`src/rtl/sp_pkg.sv`:
```
// Shared definitions for the strobed serial link: receiver state encoding and
// the default word width used by both ends of the link.
package sp_pkg;

  typedef enum logic [1:0] {
    SP_IDLE  = 2'd0,
    SP_SHIFT = 2'd1,
    SP_WAIT  = 2'd2
  } sp_state_t;

  localparam int SP_W_DEF = 8;

endpackage

```
`src/rtl/sp_rx.sv`:
```
// Serial-to-parallel receiver: W bits MSB first while e_in is high, word out with e_out pulse.
// Latency: e_out/data_out registered at the edge sampling the last bit; no backpressure.
// Optional SP_RX_FRAME_ERR_EN flags early e_in drops and excess bits on frame_err.
module sp_rx
  import sp_pkg::*;
#(
  parameter int W = SP_W_DEF
) (
  input  logic         CLK,
  input  logic         nRST,
  input  logic         e_in,
  input  logic         data_in,
  output logic [W-1:0] data_out,
  output logic         e_out,
  output logic         busy,
  output logic         frame_err,
  output logic [7:0]   word_cnt
);

  localparam int CW = $clog2(W + 1);
  localparam logic [CW-1:0] LAST = CW'(W - 1);

  sp_state_t     state;
  sp_state_t     next_state;
  logic [CW-1:0] cnt;
  logic [W-1:0]  shreg;

  always_ff @(posedge CLK or negedge nRST) begin
    if (!nRST) state <= SP_IDLE;
    else       state <= next_state;
  end

  always_comb begin
    next_state = state;
    case (state)
      SP_IDLE:  if (e_in) next_state = SP_SHIFT;
      SP_SHIFT: begin
        if (!e_in)             next_state = SP_IDLE;
        else if (cnt == LAST)  next_state = SP_WAIT;
      end
      SP_WAIT:  if (!e_in) next_state = SP_IDLE;
      default:  next_state = SP_IDLE;
    endcase
  end

  always_ff @(posedge CLK or negedge nRST) begin
    if (!nRST) begin
      cnt      <= '0;
      shreg    <= '0;
      data_out <= '0;
      e_out    <= 1'b0;
      word_cnt <= 8'd0;
    end else begin
      e_out <= 1'b0;
      case (state)
        SP_IDLE: begin
          if (e_in) begin
            shreg <= W'(data_in);
            cnt   <= CW'(1);
          end
        end
        SP_SHIFT: begin
          if (!e_in) begin
            // partial word is dropped; data_out keeps the last good word
            cnt <= '0;
          end else if (cnt == LAST) begin
            data_out <= {shreg[W-2:0], data_in};
            e_out    <= 1'b1;
            word_cnt <= word_cnt + 8'd1;
            cnt      <= '0;
          end else begin
            shreg <= {shreg[W-2:0], data_in};
            cnt   <= cnt + CW'(1);
          end
        end
        default: ;
      endcase
    end
  end

  assign busy = (state == SP_SHIFT);

`ifdef SP_RX_FRAME_ERR_EN
  logic excess_seen;

  // excess_seen limits the WAIT flag to one pulse per over-long strobe
  always_ff @(posedge CLK or negedge nRST) begin
    if (!nRST) begin
      frame_err   <= 1'b0;
      excess_seen <= 1'b0;
    end else begin
      frame_err <= 1'b0;
      if (state == SP_SHIFT && !e_in) frame_err <= 1'b1;
      if (state == SP_WAIT) begin
        if (e_in && !excess_seen) begin
          frame_err   <= 1'b1;
          excess_seen <= 1'b1;
        end
      end else begin
        excess_seen <= 1'b0;
      end
    end
  end
`else
  assign frame_err = 1'b0;
`endif

endmodule

```
`config.mk`:
```
export PLATFORM = sky130hd
export DESIGN_NAME = sp_rx
export DESIGN_NICKNAME = d
export VERILOG_FILES = /design/src/rtl/sp_pkg.sv /design/src/rtl/sp_rx.sv
export SDC_FILE = /design/constraint.sdc
export NUM_CORES = 1
export LEC_CHECK = 0
export BUFFER_PORTS_ARGS = -buffer_cell sky130_fd_sc_hd__buf_2
export CORE_MARGIN = 4
export CORE_UTILIZATION = 30
export DETAILED_ROUTE_END_ITERATION = 10
export GPL_TIMING_DRIVEN = 0
export PLACE_DENSITY = 0.51
export SLEW_MARGIN = 20
export SYNTH_ARGS = -nofsm -noshare
export SYNTH_HDL_FRONTEND = slang
export SYNTH_SLANG_ARGS = --single-unit
```
`constraint.sdc`:
```
create_clock -name CLK -period 2.4 [get_ports CLK]
set_input_delay 0.36 -clock CLK [delete_from_list [all_inputs] [get_ports CLK]]
set_output_delay 0.36 -clock CLK [all_outputs]
set_load 0.01 [all_outputs]
```
==> summary.md <==
| Metric | Value |
|---|---|
| CP required | `2.04 ns` |
| Met2 usage | `0.134` |
| Antenna violations before repair | `0` |
| Non-filler cells, final | `187` |
| Largest net degree at the start of global routing | `31` |
| Total track usage | `0.0936` |
| Switching Share | `0.235` |
| Number of global-route vias before repair | `914` |
| Synth Warn # | `0` |
| Peak Freq | `607 MHz` |
| Met1 Use GR | `0.115` |
| Number of antenna diodes | `0` |
| Fin util | `0.372` |
| # DRC | `0` |
| Placeable core area | `4410 µm²` |
| Nets@finish | `141` |
| Crit. End Element | `primary output` |
| Final HPWL DP | `1670 µm` |
| GRT overflow | `0` |
| Worst-Skew Late Latency | `0.28 ns` |
| CTS tree | `built` |
| RSZ-0062 raised after global routing | `false` |
| Final hold viol count | `0` |
| Drt initial violations | `43` |
| Avg Cell Area, Syn | `13.0 µm²` |
| Worst-path fanout max | `10` |
| GR peak layer | `met2` |
| Worst reg2reg path startpoint | `cnt[0]` |
| Sequential share of power | `0.549` |
| Worst-case clock buffer depth | `2` |
| Die Y | `76.2 µm` |
| Final setup vio count | `0` |
| Input/output buffers | `21` |
| Share of cells above drive strength 1 | `0.341` |
| Post-placement cell count | `180` |
| FF-to-FF path depth | `5` |
| H-Tree Depth | `2` |
| Worst Tran Pin Value | `0.665 ns` |
| Largest vdd supply drop | `315 µV` |
| GP Congestion | `0.753` |
| Post CTS Setup Buffer Count | `0` |
| Top FF cell, synth | `dfrtp_1` |
| Vias after detailed routing | `876` |
| Startpoint Class | `flip-flop` |
| Pleak | `0.000867 µW` |
| FILL cells | `441` |
| Hold crit path type | `primary input to asynchronous set/reset pin` |
| CTS Sinks | `30` |
| Worst Clk Skew | `0.00306 ns` |
| Worst slew margin | `0.556` |
| Synth Register Bits | `30` |
| Final Critical Period | `1.65 ns` |
| Psw | `231 µW` |
| Period utilization | `0.686` |
| Grt met3 use | `0.0437` |
| Post-Syn Instances | `107` |
| First-pass DRT Iterations | `4` |
| Distinct cells, synth | `29` |
| Mapped Nets | `113` |
| Area delta synth->final | `17.7%` |
| Register area | `751 µm²` |
| Status | `complete, no violations` |
| Aggregate routed wire length | `2450 µm` |
| Crit Reg-Reg Endpoint | `shreg[0]` |
| Seq/Total Area, Yosys | `0.538` |
| Post-synthesis cell area | `1400 µm²` |
| Avg WL per Cell | `13.1 µm` |
| Post-synth ARST share | `1.00` |
| Ports | `23` |
| Multi-input gate area | `571 µm²` |
| Final ANT Viol Nets | `0` |
| Clock power frac | `0.383` |
| First-pass GRT wire length | `4240 µm` |
| Number of synthesized flops with an enable pin | `0` |
| CP Data Arrival Time | `1.29 ns` |
| Vias per cell | `4.68` |
| Setup crit start | `state[0]` |
| R2R setup slack | `0.79 ns` |
| CTS clk-pin slew, worst paths | `0.06 ns` |
| CP endpoint | `busy` |
| PostCTS Resize Cnt | `0` |
| Die footprint | `5810 µm²` |
| P_int | `751 µW` |
| Setup TNS Final | `0 ns` |
| CTS root buffer | `clkbuf_8` |
| Power share of the combinational group | `0.068` |
| TritonCTS Buffers | `5` |
| Number of hold buffers added after CTS | `0` |
| Placement Rows | `24` |
| DIE WIDTH | `76.2 µm` |
| Critical path class | `flip-flop to primary output` |
| Maximum Capacitance Violations | `0` |
| Starting Density | `0.316` |
| Cell Pwr Density | `598 nW/µm²` |
| Pins Over Slew Limit | `0` |
==> cell type report <==
type,count,share of cell area
well taps,52,0.0396
plain buffers,4,0.0244
repair buffers,21,0.0640
multi-input cells,64,0.348
flip-flops and latches,30,0.457
inverters,9,0.0206
clock buffers,7,0.0465
==> placed cells by master, fill, tap and decap left out <==
cell / instances
nand2_1: 8
ha_1: 2
nand3_1: 5
a21oi_1: 1
conb_1: 1
xor2_1: 7
nor2b_1: 1
buf_12: 1
clkbuf_8: 5
xnor2_1: 1
nand3b_1: 1
nand3b_4: 2
o21ai_0: 1
nand2b_1: 2
o21bai_1: 1
nand4_1: 1
dfrtp_1: 30
nor3_1: 3
mux2_4: 7
mux2_2: 3
nor4_2: 3
nor2_4: 1
and2_1: 1
buf_2: 22
mux2i_1: 8
or3b_1: 1
inv_1: 9
nand4b_1: 1
buf_4: 2
a32o_1: 2
clkbuf_1: 2
==> power by group through the flow <==
stage / combinational [µW] / sequential [µW] / clock (µW)
4_1_cts: 69.0 / 540 / 391
5_1_grt: 76.3 / 542 / 416
3_5_place_dp: 68.8 / 549 / 0
6_report: 66.7 / 540 / 376
3_3_place_gp: 66.6 / 548 / 0
2_1_floorplan: 41.6 / 546 / 0
==> logic make-up (layout without fill, tap and decap cells) <==
| kind of cell | after synthesis | after routing | share of synthesized area |
|---|---|---|---|
| fa+ha+maj | 2 | 2 | 0.0179 |
| mux | 18 | 18 | 0.157 |
| flops | 30 | 30 | 0.538 |
| other cells | 1 | 1 | 0.00269 |
| buf+inv | 13 | 41 | 0.0529 |
| simple gates | 30 | 30 | 0.154 |
| compound gates | 5 | 5 | 0.0269 |
| xor+xnor | 8 | 8 | 0.0502 |
==> through the flow <==
| step | cell area [µm²] | worst slack (ns) | power [µW] | hold WS [ns] |
|---|---|---|---|---|
| 3_3_place_gp | 1570 | 0.816 | 615 | 0.434 |
| 5_1_grt | 1640 | 0.633 | 1030 | 0.169 |
| 6_report | 1640 | 0.754 | 982 | 0.114 |
| 3_5_place_dp | 1570 | 0.783 | 618 | 0.443 |
| 2_1_floorplan | 1400 | 0.945 | 588 | 0.0644 |
| 4_1_cts | 1640 | 0.747 | 1000 | 0.139 |
==> worst min path at each step <==
stage	start	to	slack, ns	cells after the start
after CTS	nRST	word_cnt[7]	0.14	1
after floorplan	nRST	cnt[0]	0.06	0
after global placement	nRST	word_cnt[7]	0.43	1
after global routing	nRST	cnt[0]	0.17	1
after detailed placement	nRST	word_cnt[7]	0.44	1
final	nRST	word_cnt[7]	0.11	1
==> flip-flops by register name, summed over array words and instances (netlist names) <==
name / flops
word_cnt: 8
cnt: 4
e_out: 1
data_out: 8
state: 2
shreg: 7
==> metal layers <==
layer | wire [µm] | vias to the layer above
met5 | 0 | -
met4 | 48 | 0
met3 | 173 | 6
met2 | 1090 | 25
met1 | 1140 | 426
li1 | - | 419
==> cell usage after synthesis (2+ instances only) <==
| library cell | count | area, µm² |
|---|---|---|
| nand2b_1 | 2 | 12.5 |
| xor2_1 | 7 | 61.3 |
| nand3_1 | 5 | 25.0 |
| mux2_2 | 3 | 33.8 |
| nand2_1 | 8 | 30.0 |
| dfrtp_1 | 30 | 751 |
| inv_1 | 9 | 33.8 |
| nor3_1 | 3 | 15.0 |
| mux2i_1 | 8 | 80.1 |
| ha_1 | 2 | 25.0 |
| mux2_4 | 7 | 105 |
| nand3b_4 | 2 | 40.0 |
| buf_4 | 2 | 15.0 |
| a32o_1 | 2 | 20.0 |
| nor4_2 | 3 | 37.5 |
==> critical path, stage by stage, from the launching register on <==
cell	delay (ns)
dfrtp_1	0.47
nor2b_1	0.15
buf_2	0.22
buf_2	0.17
(Power assumes the default switching activity.)
